==> src/rtl/add_accum_28.sv <==
// Frame accumulator: sums unsigned beats of a valid/ready frame and presents the
// modulo sum, sticky carry flag and saturating beat count until downstream takes it.

module adder #(
    parameter int unsigned WIDTH = 28
) (
    input  logic [WIDTH-1:0] a,
    input  logic [WIDTH-1:0] b,
    input  logic             cin,
    output logic [WIDTH-1:0] sum,
    output logic             cout
);

    logic [WIDTH:0] carry;

    assign carry[0] = cin;

    for (genvar i = 0; i < WIDTH; i++) begin : g_fa
        assign sum[i]       = a[i] ^ b[i] ^ carry[i];
        assign carry[i + 1] = (a[i] & b[i]) | (carry[i] & (a[i] ^ b[i]));
    end

    assign cout = carry[WIDTH];

endmodule

module add_accum_28 #(
    parameter int unsigned WIDTH = 28,
    parameter int unsigned CNT_W = 8
) (
    input  logic             clk,
    input  logic             rst_n,
    input  logic             in_valid,
    output logic             in_ready,
    input  logic [WIDTH-1:0] in_data,
    input  logic             in_last,
    output logic             out_valid,
    input  logic             out_ready,
    output logic [WIDTH-1:0] out_sum,
    output logic             out_ovf,
    output logic [CNT_W-1:0] out_count,
    output logic             out_cnt_sat
);

    localparam logic [1:0] IDLE = 2'd0;
    localparam logic [1:0] ACC  = 2'd1;
    localparam logic [1:0] HOLD = 2'd2;

    localparam logic [CNT_W-1:0] CNT_MAX = {CNT_W{1'b1}};

    logic [1:0]       state_q, state_d;
    logic [WIDTH-1:0] acc_q, acc_d;
    logic             ovf_q, ovf_d;
    logic [CNT_W-1:0] count_q, count_d;
    logic             cnt_sat_q, cnt_sat_d;

    logic [WIDTH-1:0] add_sum;
    logic             add_cout;
    logic             accept;

    adder #(
        .WIDTH(WIDTH)
    ) u_adder (
        .a   (acc_q),
        .b   (in_data),
        .cin (1'b0),
        .sum (add_sum),
        .cout(add_cout)
    );

    // Gated by rst_n so the upstream never sees ready while the block is held in reset.
    assign in_ready = rst_n && (state_q != HOLD);
    assign accept   = in_valid && in_ready;

    always_comb begin
        state_d   = state_q;
        acc_d     = acc_q;
        ovf_d     = ovf_q;
        count_d   = count_q;
        cnt_sat_d = cnt_sat_q;

        unique case (state_q)
            IDLE, ACC: begin
                if (accept) begin
                    acc_d = add_sum;
                    ovf_d = ovf_q | add_cout;
                    if (count_q == CNT_MAX) begin
                        cnt_sat_d = 1'b1;
                    end else begin
                        count_d = count_q + CNT_W'(1);
                    end
                    state_d = in_last ? HOLD : ACC;
                end
            end
            HOLD: begin
                // Clearing here leaves IDLE with a zero accumulator, so the next frame
                // starts clean without a separate init step.
                if (out_ready) begin
                    state_d   = IDLE;
                    acc_d     = '0;
                    ovf_d     = 1'b0;
                    count_d   = '0;
                    cnt_sat_d = 1'b0;
                end
            end
            default: begin
                state_d   = IDLE;
                acc_d     = '0;
                ovf_d     = 1'b0;
                count_d   = '0;
                cnt_sat_d = 1'b0;
            end
        endcase
    end

    always_ff @(posedge clk or negedge rst_n) begin
        if (!rst_n) begin
            state_q   <= IDLE;
            acc_q     <= '0;
            ovf_q     <= 1'b0;
            count_q   <= '0;
            cnt_sat_q <= 1'b0;
        end else begin
            state_q   <= state_d;
            acc_q     <= acc_d;
            ovf_q     <= ovf_d;
            count_q   <= count_d;
            cnt_sat_q <= cnt_sat_d;
        end
    end

    assign out_valid   = (state_q == HOLD);
    assign out_sum     = acc_q;
    assign out_ovf     = ovf_q;
    assign out_count   = count_q;
    assign out_cnt_sat = cnt_sat_q;

endmodule

==> config.mk <==
export PLATFORM = sky130hd
export DESIGN_NAME = add_accum_28
export DESIGN_NICKNAME = d
export VERILOG_FILES = /design/src/rtl/add_accum_28.sv
export SDC_FILE = /design/constraint.sdc
export NUM_CORES = 1
export LEC_CHECK = 0
export ABC_AREA = 1
export BUFFER_PORTS_ARGS = -buffer_cell sky130_fd_sc_hd__buf_2
export CORE_MARGIN = 5
export CORE_UTILIZATION = 40
export DETAILED_ROUTE_END_ITERATION = 8
export PLACE_DENSITY = 0.68
export SLEW_MARGIN = 25
export SYNTH_ARGS = -nofsm -noshare
export SYNTH_HDL_FRONTEND = slang
export SYNTH_SLANG_ARGS = --single-unit
==> constraint.sdc <==
create_clock -name clk -period 17.6 [get_ports clk]
set_input_delay 3.52 -clock clk [delete_from_list [all_inputs] [get_ports clk]]
set_output_delay 3.52 -clock clk [all_outputs]
set_load 0.005 [all_outputs]
==> Implementation_results.wiki, run 1 <==
{| class="wikitable"
! Metric !! Value
|-
| Maxcap violations || 0
|-
| Cts repair resizes || 0
|-
| Min-Delay Path Class || reg -> reg
|-
| Critical path fanouts, max || 1
|-
| All-Layer GR Usage || 0.140
|-
| Top cell type by total area after synthesis || sky130_fd_sc_hd__dfrtp_1
|-
| Layout cells sized above 1 || 0.278
|-
| Detailed-routing iteration count for the pre-antenna-repair pass || 4
|-
| Share of synthesized registers carrying an async set or reset || 1.00
|-
| Clock insertion delay at the later pin of the skew report || 0.29 ns
|-
| Category of the most critical setup path || in -> reg
|-
| Clock-pin slew on the worst setup and hold paths || 0.08 ns
|-
| Width of the die || 89.9 um
|-
| Leakage power summed over all cells || between 1.5 and 2 nW
|-
| Commonest cells in the synthesized netlist || sky130_fd_sc_hd__inv_1 (58), sky130_fd_sc_hd__nand2_1 (58), sky130_fd_sc_hd__dfrtp_1 (40), sky130_fd_sc_hd__fa_1 (27), sky130_fd_sc_hd__o31ai_1 (24)
|-
| Sequential area share after synthesis || 0.392
|-
| Num CTS Buffers || 5
|-
| Power per standard cell area || 142 mW/mm^2
|-
| Number of storage elements in the synthesis netlist || 40
|-
| Via Count || approximately 1900
|-
| Via count of the first global-routing pass || 1994
|-
| IO Count || 73
|-
| Tmin final || 14.02 ns
|-
| Logic depth of the worst register-to-register path || 32
|-
| Fin Clk Skew || about 0.0077 ns
|-
| Kind of cell with the highest combined delay on the critical path || adder cells
|-
| Number of pins exceeding their max-slew limit in the final report || 0
|-
| Count of buffers from port buffering || 72
|-
| Final sum of negative setup slack || 0 ns
|-
| P&R area growth vs syn || 19.2%
|-
| FMAX || slightly above 0.07 GHz
|-
| Number of nets in the layout || 396
|-
| Top cell by count, worst path || sky130_fd_sc_hd__fa_1
|-
| Post-CTS setup buffer count || 0
|-
| H-tree level count || 2
|-
| Die H || 89.9 um
|-
| Clk sinks || 40
|-
| Crit start category || input pin
|-
| Drt drc || 0
|-
| Worst vdd ir || 0.0542 mV
|-
| Gpl congestion || 0.737
|-
| CP bufs+invs || 3
|-
| Unrepaired setup endpoints after global routing || false
|-
| Slew Limit Headroom || 0.314
|-
| Post-synth net total || 328
|-
| Number of antenna cells inserted || 0
|-
| Post-DR wirelength/cell || 12.4 um
|-
| Synth area leaders || sky130_fd_sc_hd__dfrtp_1 (39%), sky130_fd_sc_hd__fa_1 (21%), sky130_fd_sc_hd__inv_1 (8.5%), sky130_fd_sc_hd__nand2_1 (8.5%), sky130_fd_sc_hd__o31ai_1 (7.0%)
|-
| Global-route wire length before repair || 9.44 mm
|-
| Ratio of routed vias to standard cells || 4.58
|-
| Final worst path period share || 0.796
|-
| Row count || 29
|-
| Kind of capture point of the worst setup path || flip-flop
|-
| Data arrival time at the worst-slack endpoint || 14.18 ns
|-
| Starting density of the core || 0.407
|-
| Number of instances on the worst hold path || 2
|-
| WL final || 5.09 mm
|-
| Cell count after synthesis || 266
|-
| Clock tree from TritonCTS || yes
|-
| Pin count of the biggest net entering global routing || between 50 and 60
|-
| Syn Area/Cell || 9.61 um^2
|-
| Worst-margin pin slew || 1.03 ns
|-
| Final Hold Fails || 0
|-
| Die outline area || 0.00809 mm^2
|-
| Count of warnings emitted by yosys || 0
|-
| Share of the synthesized area in the top cell type || 0.392
|-
| Hold-fix buffer count after cts || 0
|-
| GR Overflow Total || 0
|-
| Clock Root Buffer || sky130_fd_sc_hd__clkbuf_8
|-
| Maximum single-stage delay on the critical path || 0.42 ns
|-
| First-iteration detailed-routing DRC count || approximately 50
|-
| Worst hold slack || between 0.5 and 0.6 ns
|-
| Antenna violations before repair || 0
|-
| Std-Cell Core Area || around 0.0063 mm^2
|-
| Number of enable-type register cells in the synthesized netlist || 0
|-
| Slowest cell on the critical path || sky130_fd_sc_hd__fa_1
|-
| Critical Path Stages || 33
|-
| Antenna Nets Post-Route || 0
|-
| Main flop type after synthesis || sky130_fd_sc_hd__dfrtp_1
|-
| Cell area after synthesis || 0.00256 mm^2
|-
| Status || completed
|-
| CP Data Required Time || between 15 and 20 ns
|-
| CTS max path bufs || 2
|-
| Setup violations, final || 0
|-
| Post-synthesis cell type count || 24
|-
| Post-DP HPWL || 3.87 mm
|}
-- where the power goes --
| part | leakage [nW] | internal (mW) | total (mW) | switching [mW] |
|---|---|---|---|---|
| combinational | 1.03 | 0.0915 | 0.189 | 0.0978 |
| clock | 0.0645 | 0.0500 | 0.0818 | 0.0318 |
| sequential | 0.507 | 0.128 | 0.161 | 0.0329 |
| total | 1.60 | 0.270 | 0.432 | 0.162 |
-- tightest hold or removal path, cell delays in order, from the launching register on --
cell and delay (ns):
sky130_fd_sc_hd__dfrtp_1 0.36, sky130_fd_sc_hd__nand2_1 0.06, sky130_fd_sc_hd__o31ai_1 0.05
-- routing by layer --
metal,GRT usage,wire [um],up-vias
li1,-,-,948
met1,0.175,2100,886
met2,0.238,2680,50
met3,0.0409,296,2
met4,0.0335,9,0
met5,0,0,-
-- cell families (layout without fill, tap and decap cells) --
family | count (synthesis) | after routing | share of synthesized area
flops | 40 | 40 | 0.392
compound gates | 44 | 44 | 0.120
fa+ha+maj | 29 | 29 | 0.221
buf+inv | 71 | 140 | 0.127
simple gates | 82 | 82 | 0.140
-- path summary, 6_finish.rpt --
kind	start	end	slack [ns]
min	out_sum[21]$_DFFE_PN0P_	out_sum[21]$_DFFE_PN0P_	0.51
max	in_data[0]	out_sum[27]$_DFFE_PN0P_	3.58
min in group asynchronous	rst_n	out_ovf$_DFFE_PN0P_	3.21
min reg2reg	out_sum[21]$_DFFE_PN0P_	out_sum[21]$_DFFE_PN0P_	0.51
max in group asynchronous	rst_n	out_sum[0]$_DFFE_PN0P_	14.03
max reg2reg	out_sum[0]$_DFFE_PN0P_	out_sum[27]$_DFFE_PN0P_	6.49
-- flip-flops by register name, indices dropped and copies added, names as in the netlist --
signal / cells
out_cnt_sat: 1
out_count: 8
out_ovf: 1
out_sum: 28
state_q: 2
-- per-stage QoR --
stage	power, mW	area [um^2]	utilization	worst slack, ns	instances
global route	0.482	3050	0.486	3.22	412
floorplan	0.284	2560	-	3.79	266
detailed placement	0.357	2920	0.465	3.25	404
finish	0.432	3050	0.486	3.58	412
CTS	0.442	3050	0.485	3.56	412
global placement	0.348	2920	0.465	3.42	404
-- final cells by class --
class / instances / area, um^2
Timing Repair Buffer: 72 / 363
Sequential cell: 40 / 1000
Multi-Input combinational cell: 155 / 1230
Clock inverter: 1 / 30.0
Tap cell: 77 / 96.3
Fill cell: 612 / 3230
Inverter: 60 / 230
Clock buffer: 7 / 96.3
-- layout by cell type (no fill, tap or decap), types with 2 or more instances in the layout --
cell	n
sky130_fd_sc_hd__a21oi_1	2
sky130_fd_sc_hd__buf_2	71
sky130_fd_sc_hd__clkbuf_8	7
sky130_fd_sc_hd__dfrtp_1	40
sky130_fd_sc_hd__fa_1	27
sky130_fd_sc_hd__ha_1	2
sky130_fd_sc_hd__inv_1	58
sky130_fd_sc_hd__nand2_1	58
sky130_fd_sc_hd__nand2_2	2
sky130_fd_sc_hd__nand2_4	2
sky130_fd_sc_hd__nand3_1	7
sky130_fd_sc_hd__nor2_1	10
sky130_fd_sc_hd__o21ai_0	4
sky130_fd_sc_hd__o21ai_1	6
sky130_fd_sc_hd__o21ai_2	5
sky130_fd_sc_hd__o21bai_1	3
sky130_fd_sc_hd__o31ai_1	24
(Power assumes the default switching activity.)
==> run 2, diff against run 1 <==
Settings changed: PLACE_DENSITY 0.68 to 0.71.
Clock period 17.6 ns to 12.1 ns, I/O delays scaled along.
==> run 2 against run 1 <==
Net effect:
- global-route usage shrank 0.78 points
- utilization rose by 0.54 points
- sequential power up 47%
- design area is 1.1% higher
- wire length down 0.86%
- clock-buffer cell count shrank 1
- non-clock buffer count rose by 1
- worst setup slack worse by 3.4 ns
- cell count grew 0.24%
- clock skew shrank 0.0020 ns
==> Implementation_results.wiki, run 2 (synthesized netlist as in run 1, its figures left out) <==
{| class="wikitable"
! Metric !! Value
|-
| Die outline area || 0.00809 mm^2 (unchanged)
|-
| Drt drc || 0 (unchanged)
|-
| Clock tree from TritonCTS || yes
|-
| Minimum setup slack in the final design || 0.196 ns (-3.39 ns)
|-
| Power per standard cell area || 200 mW/mm^2 (+41%)
|-
| Unrepaired setup endpoints after global routing || true
|-
| Category of the most critical setup path || in -> reg
|-
| Global-route wire length before repair || 8.87 mm (-6.0%)
|-
| Via count of the first global-routing pass || 1948 (-2.3%)
|-
| Min-Delay Path Class || reg -> reg
|-
| Final sum of negative setup slack || 0 ns (unchanged)
|-
| Layout cells sized above 1 || 0.354 (+0.0766)
|-
| Data arrival time at the worst-slack endpoint || 12.06 ns (-2.12 ns)
|-
| Met2 global-route usage || 0.228 (-0.0104)
|-
| All-Layer GR Usage || 0.132 (-0.00776)
|-
| Count of buffers from port buffering || 72 (unchanged)
|-
| Post-DR wirelength/cell || 12.2 um (-1.1%)
|-
| Slew Limit Headroom || 0.323 (+0.00939)
|-
| FF-to-FF Start || out_sum[0]$_DFFE_PN0P_
|-
| Met3 routing resource usage after global routing || 0.0342 (-0.00668)
|-
| CP Data Required Time || 12.26 ns (-5.50 ns)
|-
| Num CTS Buffers || 5 (unchanged)
|-
| Fin Clk Skew || 0.00577 ns (-0.00196 ns)
|-
| Hold-fix buffer count after cts || 0 (unchanged)
|-
| Detailed-routing iteration count for the pre-antenna-repair pass || 4 (unchanged)
|-
| FMAX || roughly 0.084 GHz
|-
| Busiest layer in global routing || met2
|-
| Maxcap violations || 0 (unchanged)
|-
| Number of pins exceeding their max-slew limit in the final report || 0 (unchanged)
|-
| GR Overflow Total || 0 (unchanged)
|-
| Worst R2R Setup Slack || 2.00 ns (-4.49 ns)
|-
| Post-DP HPWL || 3.90 mm (+0.60%)
|-
| Gpl congestion || 0.763 (+3.5%)
|-
| Worst vdd ir || 0.105 mV (+93%)
|-
| Final worst path period share || 0.984
|-
| Met1 global-route usage || 0.164 (-0.0116)
|-
| Cell count after placement || 405 (+0.25%)
|-
| P&R area growth vs syn || 20.6%
|-
| Kind of capture point of the worst setup path || flip-flop
|-
| Startpoint of the worst hold path || out_sum[1]$_DFFE_PN0P_
|-
| H-tree level count || 2 (unchanged)
|-
| Die H || 89.9 um (unchanged)
|-
| Non-filler cells in the finished layout || 413 (+0.24%)
|-
| Starting density of the core || 0.407 (unchanged)
|-
| Worst-margin pin slew || 1.02 ns (-0.0141 ns)
|-
| Worst setup path startpoint || in_data[0]
|-
| Slowest cell on the critical path || sky130_fd_sc_hd__fa_1
|-
| Row count || 29 (unchanged)
|-
| WL final || 5.05 mm (-0.86%)
|-
| First-iteration detailed-routing DRC count || 51 (+4.1%)
|-
| Pin count of the biggest net entering global routing || 59 (unchanged)
|-
| Top cell by count, worst path || sky130_fd_sc_hd__fa_2
|-
| Clock insertion delay at the later pin of the skew report || 0.29 ns (about the same)
|-
| Antenna violations before repair || 0 (unchanged)
|-
| Leakage power summed over all cells || 1.58 nW (-1.4%)
|-
| Crit start category || input pin
|-
| Clock-pin slew on the worst setup and hold paths || 0.08 ns (about the same)
|-
| CTS max path bufs || 2 (unchanged)
|-
| Most used cells in the layout excluding fill and tap cells || sky130_fd_sc_hd__buf_2 (72), sky130_fd_sc_hd__inv_1 (58), sky130_fd_sc_hd__nand2_1 (58), sky130_fd_sc_hd__dfrtp_1 (40), sky130_fd_sc_hd__fa_2 (25)
|-
| IO Count || 73 (unchanged)
|-
| Setup violations, final || 0 (unchanged)
|-
| Via Count || 1896 (+0.53%)
|-
| Width of the die || 89.9 um (unchanged)
|-
| Worst hold slack || 0.507 ns (-0.000661 ns)
|-
| Maximum single-stage delay on the critical path || 0.40 ns (-0.02 ns)
|-
| Number of nets in the layout || 397 (+0.25%)
|-
| Tmin final || 11.90 ns
|-
| Overall power of the completed layout || 0.617 mW (+43%)
|-
| Antenna Nets Post-Route || 0 (unchanged)
|-
| Clock Root Buffer || sky130_fd_sc_hd__clkbuf_8
|-
| Final Hold Fails || 0 (unchanged)
|-
| Number of antenna cells inserted || 0 (unchanged)
|-
| Ratio of routed vias to standard cells || 4.59 (+0.29%)
|-
| Flip-flop count of the largest register after layout || 28 (unchanged)
|-
| Std-Cell Core Area || 0.00628 mm^2 (unchanged)
|-
| Worst slack at placement || -0.498 ns (-3.75 ns)
|-
| Most frequent standard cell in the layout excluding fill and tap cells || sky130_fd_sc_hd__buf_2
|-
| Critical path fanouts, max || 1 (unchanged)
|-
| Clk sinks || 40 (unchanged)
|-
| Status || completed
|}
## run 2: changes by cell type in the layout (fill, tap and decap cells not counted)
cell,change
sky130_fd_sc_hd__bufinv_16,-1
sky130_fd_sc_hd__clkbuf_8,-1
sky130_fd_sc_hd__fa_1,-25
sky130_fd_sc_hd__fa_2,+25
sky130_fd_sc_hd__buf_2,+1
sky130_fd_sc_hd__clkinv_2,+2
## run 2: power breakdown
group	switching (mW)	internal, mW	total (mW)
Combinational	0.147	0.143	0.290
Sequential	0.0496	0.186	0.236
Clock	0.0454	0.0455	0.0909
## run 2: critical path: cells and delay by family
| kind | cells | cell delay [ns] |
|---|---|---|
| adders and majority gates | 28 | 9.30 |
| buffers and inverters | 3 | 0.20 |
| and+or+nand+nor | 1 | 0.07 |
| AOI/OAI and AO/OA | 1 | 0.07 |
## run 2: timing repair
item | in CTS | in global routing
resized for setup | 4 | 5
endpoints found under the setup margin | 1 | 2
setup buffers | 0 | 0
pin swaps | 0 | 1
## run 2: metrics by stage
step | util | cell area [um^2]
after global routing | 0.491 | 3080
after detailed placement | 0.473 | 2970
after global placement | 0.473 | 2970
after CTS | 0.489 | 3070
after floorplan | - | 2600
final | 0.491 | 3080
## run 2: path summary, 6_finish.rpt
check | end | cells after the start
max in group asynchronous | state_q[0]$_DFFE_PN0P_ | 2
hold reg to reg | out_sum[1]$_DFFE_PN0P_ | 2
hold / removal | out_sum[1]$_DFFE_PN0P_ | 2
setup / recovery | out_sum[27]$_DFFE_PN0P_ | 33
setup reg to reg | out_sum[27]$_DFFE_PN0P_ | 32
min in group asynchronous | out_sum[10]$_DFFE_PN0P_ | 2
## run 2: final cells by class
class,instances,area (um^2)
fillers,607,3200
multi-input cells,155,1290
flip-flops and latches,40,1000
repair buffers,73,368
inverters,60,230
well taps,77,96.3
clock buffers,6,82.6
clock inverters,2,10.0
## run 2: layer usage
layer,vias to the layer above,part of all wire
li1,953,-
met1,892,0.43
met2,44,0.51
met3,7,0.053
met4,0,0.013
met5,-,0
==> run 3, diff against run 2 <==
Settings changed: ABC_AREA 1 to unset, CORE_UTILIZATION 40 to 25, PLACE_DENSITY 0.71 to 0.5.
==> run 3 against run 2 <==
Net effect:
- non-clock buffer count grew 1
- highest routed layer unchanged
- design area rose by 1.9%
- sequential power is essentially flat
- utilization fell by 17 points
- flip-flop and latch count did not move
- largest power group unchanged
- synthesized cell count is 8.3% lower
==> Implementation_results.wiki, run 3 <==
{| class="wikitable"
! Metric !! Value
|-
| Leakage power summed over all cells || 1.51 nW (-4.2%)
|-
| Critical path fanouts, max || 1 (unchanged)
|-
| Number of instances on the worst hold path || 2 (unchanged)
|-
| Detailed-routing iteration count for the pre-antenna-repair pass || 4 (unchanged)
|-
| Commonest cells in the synthesized netlist || sky130_fd_sc_hd__inv_1 (52), sky130_fd_sc_hd__dfrtp_1 (40), sky130_fd_sc_hd__nor2_1 (30), sky130_fd_sc_hd__fa_1 (27), sky130_fd_sc_hd__a211oi_1 (16)
|-
| Number of enable-type register cells in the synthesized netlist || 0 (unchanged)
|-
| Register area || 0.00100 mm^2 (unchanged)
|-
| Slowest cell on the critical path || sky130_fd_sc_hd__fa_1
|-
| Top cell type by total area after synthesis || sky130_fd_sc_hd__dfrtp_1
|-
| CP bufs+invs || 3 (unchanged)
|-
| Row count || 36 (+24%)
|-
| Worst R2R Setup Slack || 1.96 ns (-0.04 ns)
|-
| Portion of netlist area occupied by mux cells || 0.0172 (+0.0172)
|-
| Min-Delay Path Class || reg -> reg
|-
| Syn Area/Cell || 10.2 um^2 (+5.8%)
|-
| Number of pins exceeding their max-slew limit in the final report || 0 (unchanged)
|-
| Starting density of the core || 0.255 (-0.152)
|-
| Kind of capture point of the worst setup path || flip-flop
|-
| Clock Root Buffer || sky130_fd_sc_hd__clkbuf_8
|-
| Fraction of the mapped netlist area in adder cells || 0.228 (+0.00681)
|-
| Final Hold Fails || 0 (unchanged)
|-
| Number of nets in the layout || 375 (-5.5%)
|-
| Maximum single-stage delay on the critical path || 0.41 ns (about the same)
|-
| CP Data Required Time || 12.25 ns (about the same)
|-
| FMAX || 0.0835 GHz (-0.60%)
|-
| Num CTS Buffers || 5 (unchanged)
|-
| Most frequently used cell type in the post-synthesis netlist || sky130_fd_sc_hd__inv_1
|-
| Die outline area || 0.0120 mm^2 (+48%)
|-
| Width of the die || 110 um (+22%)
|-
| H-tree level count || 2 (unchanged)
|-
| Cell count after synthesis || 244 (-8.3%)
|-
| Top cell by count, worst path || sky130_fd_sc_hd__fa_2
|-
| Cell count after placement || 439 (+8.4%)
|-
| Number of antenna cells inserted || 0 (unchanged)
|-
| Main flop type after synthesis || sky130_fd_sc_hd__dfrtp_1
|-
| Count of warnings emitted by yosys || 0 (unchanged)
|-
| Antenna Nets Post-Route || 0 (unchanged)
|-
| Post-DR wirelength/cell || 14.2 um (+16%)
|-
| Gpl congestion || 0.767 (+0.51%)
|-
| IO Count || 73 (unchanged)
|-
| P&R area growth vs syn || 26.6%
|-
| Cell area after synthesis || 0.00248 mm^2 (-3.0%)
|-
| Data arrival time at the worst-slack endpoint || 12.12 ns (+0.06 ns)
|-
| Number of storage elements in the synthesis netlist || 40 (unchanged)
|-
| Fin Clk Skew || 0.0102 ns (+0.00443 ns)
|-
| Worst vdd ir || 0.0789 mV (-25%)
|-
| Combinational family with the most area after synthesis || adder cells
|-
| Setup violations, final || 0 (unchanged)
|-
| Final worst path period share || 0.990 (+0.00594)
|-
| First-iteration detailed-routing DRC count || 44 (-14%)
|-
| Worst-margin pin slew || 0.654 ns (-0.361 ns)
|-
| Startpoint of the worst hold path || out_ovf$_DFFE_PN0P_
|-
| Clock-pin slew on the worst setup and hold paths || 0.08 ns (about the same)
|-
| Flip-flop count of the largest register after layout || 28 (unchanged)
|-
| Number of filler instances in the final layout || 1024 (+69%)
|-
| Worst-case hold path end point || out_ovf$_DFFE_PN0P_
|-
| Simple-gate share of the synthesized area || 0.113 (-0.0275)
|-
| Count of buffers from port buffering || 72 (unchanged)
|-
| WL final || 6.33 mm (+25%)
|-
| Global-route wire length before repair || 10.2 mm (+15%)
|-
| Via Count || 1864 (-1.7%)
|-
| Post-DP HPWL || 4.76 mm (+22%)
|-
| Maxcap violations || 0 (unchanged)
|-
| Most frequent standard cell in the layout excluding fill and tap cells || sky130_fd_sc_hd__buf_2
|-
| Crit start category || input pin
|-
| Share of synthesized registers carrying an async set or reset || 1.00 (unchanged)
|-
| Logic depth of the worst register-to-register path || 32 (unchanged)
|-
| Most used cells in the layout excluding fill and tap cells || sky130_fd_sc_hd__buf_2 (72), sky130_fd_sc_hd__inv_1 (51), sky130_fd_sc_hd__dfrtp_1 (40), sky130_fd_sc_hd__nor2_1 (30), sky130_fd_sc_hd__fa_2 (23)
|-
| Tmin final || 11.98 ns (+0.0718 ns)
|-
| FF-to-FF Start || out_sum[0]$_DFFE_PN0P_
|-
| Synth area leaders || sky130_fd_sc_hd__dfrtp_1 (40%), sky130_fd_sc_hd__fa_1 (22%), sky130_fd_sc_hd__inv_1 (7.9%), sky130_fd_sc_hd__a211oi_1 (4.8%), sky130_fd_sc_hd__nor2_1 (4.5%)
|-
| Unrepaired setup endpoints after global routing || true
|-
| Pin count of the biggest net entering global routing || 45 (-24%)
|-
| Area share of xor/xnor cells in the synthesized design || 0 (unchanged)
|-
| Status || completed
|-
| Die H || 110 um (+22%)
|-
| Non-filler cells in the finished layout || 446 (+8.0%)
|-
| Std-Cell Core Area || 0.00973 mm^2 (+55%)
|-
| Ratio of routed vias to standard cells || 4.18 (-9.0%)
|-
| Overall power of the completed layout || 0.659 mW (+6.9%)
|-
| Clock insertion delay at the later pin of the skew report || 0.30 ns (about the same)
|-
| Slew Limit Headroom || 0.564 (+0.241)
|-
| Kind of cell with the highest combined delay on the critical path || adder cells
|-
| Post-synthesis cell type count || 33 (+38%)
|-
| Layout cells sized above 1 || 0.345 (-0.00912)
|-
| Hold-fix buffer count after cts || 0 (unchanged)
|-
| Share of the synthesized area in the top cell type || 0.404 (+0.0121)
|-
| Post-synth net total || 306 (-6.7%)
|-
| Post-route cell area || 0.00314 mm^2 (+1.9%)
|-
| GR Overflow Total || 0 (unchanged)
|-
| Clk sinks || 40 (unchanged)
|-
| Clock tree from TritonCTS || yes
|-
| Area after detailed placement || 0.00299 mm^2 (+0.89%)
|-
| Multi-input logic area || 0.00127 mm^2 (-1.6%)
|-
| Via count of the first global-routing pass || 1916 (-1.6%)
|-
| Antenna violations before repair || 0 (unchanged)
|-
| CTS max path bufs || 2 (unchanged)
|-
| Worst reg2reg endpoint || out_sum[27]$_DFFE_PN0P_
|-
| Compound-cell area share of the yosys netlist || 0.131 (+0.0113)
|-
| Sequential area share after synthesis || 0.404 (+0.0121)
|-
| Category of the most critical setup path || in -> reg
|-
| Power per standard cell area || 210 mW/mm^2 (+5.0%)
|-
| All-Layer GR Usage || 0.111 (-0.0213)
|-
| Drt drc || 0 (unchanged)
|}
==> run 3: cell types whose count changed after synthesis, sizes merged, moves of 3 or more <==
| cell | change |
|---|---|
| nor2 | +19 |
| nand2 | -49 |
| o21ai | -8 |
| inv | -8 |
| nand3 | -4 |
| a211oi | +16 |
| o31ai | -13 |
| o21bai | -3 |
| a21oi | +6 |
==> run 3: worst register-to-register path, delay by kind of cell, from the launching register on <==
family	cells	cell delay (ns)
and+or+nand+nor	1	0.06
buffers and inverters	2	0.13
DFF	1	0.36
AOI/OAI and AO/OA	1	0.06
adders and majority gates	28	9.37
==> run 3: worst max-delay path by stage <==
stage                          start                      end  slack, ns  depth (start not counted)
after floorplan           in_data[0]  out_sum[27]$_DFFE_PN0P_       0.04                         32
after global placement    in_data[0]  out_sum[27]$_DFFE_PN0P_      -0.40                         33
after detailed placement  in_data[0]  out_sum[27]$_DFFE_PN0P_      -0.50                         33
after CTS                 in_data[0]  out_sum[27]$_DFFE_PN0P_       0.02                         33
after global routing      in_data[0]  out_sum[27]$_DFFE_PN0P_      -0.08                         33
final                     in_data[0]  out_sum[27]$_DFFE_PN0P_       0.12                         33
==> run 3: cell type report <==
cell class	count	area share
Timing Repair Buffer	74	0.120
Clock inverter	2	0.0191
Sequential cell	40	0.319
Inverter	52	0.0622
Multi-Input combinational cell	140	0.405
Tap cell	133	0.0530
Clock buffer	5	0.0219
==> run 3: layer usage <==
layer	wire length, um	vias to the layer above	track usage	share of wire
li1	-	914	-	-
met2	2920	47	0.168	0.46
met1	2980	896	0.158	0.47
met3	374	7	0.0294	0.059
met4	51	0	0.0267	0.0081
met5	0	-	0	0
==> run 3: cell families (layout without fill, tap and decap cells) <==
logic type               after synthesis  in the layout
AND/OR/NAND/NOR                       59             59
AO/OA/AOI/OAI                         48             48
buffers and inverters                 64            133
adder cells (fa/ha/maj)               29             29
flip-flops                            40             40
multiplexers                           4              4
==> run 3: stage by stage <==
step / hold WS, ns / worst slack [ns] / TNS, ns / util
2_1_floorplan: 0.486 / 0.0364 / 0 / -
3_3_place_gp: 0.480 / -0.404 / -0.888 / 0.307
3_5_place_dp: 0.489 / -0.500 / -1.24 / 0.308
4_1_cts: 0.511 / 0.0197 / 0 / 0.322
5_1_grt: 0.532 / -0.0762 / -0.0762 / 0.323
6_report: 0.503 / 0.125 / 0 / 0.323
==> run 3: repair_timing <==
item,CTS,global route
pin swaps,0,1
gates resized for setup,6,2
setup endpoints to repair,2,2
buffers inserted,0,0
==> run 3: power by group <==
group / internal, mW / switching, mW
Combinational: 0.145 / 0.149
Clock: 0.0813 / 0.0496
Sequential: 0.187 / 0.0484
Total: 0.413 / 0.247
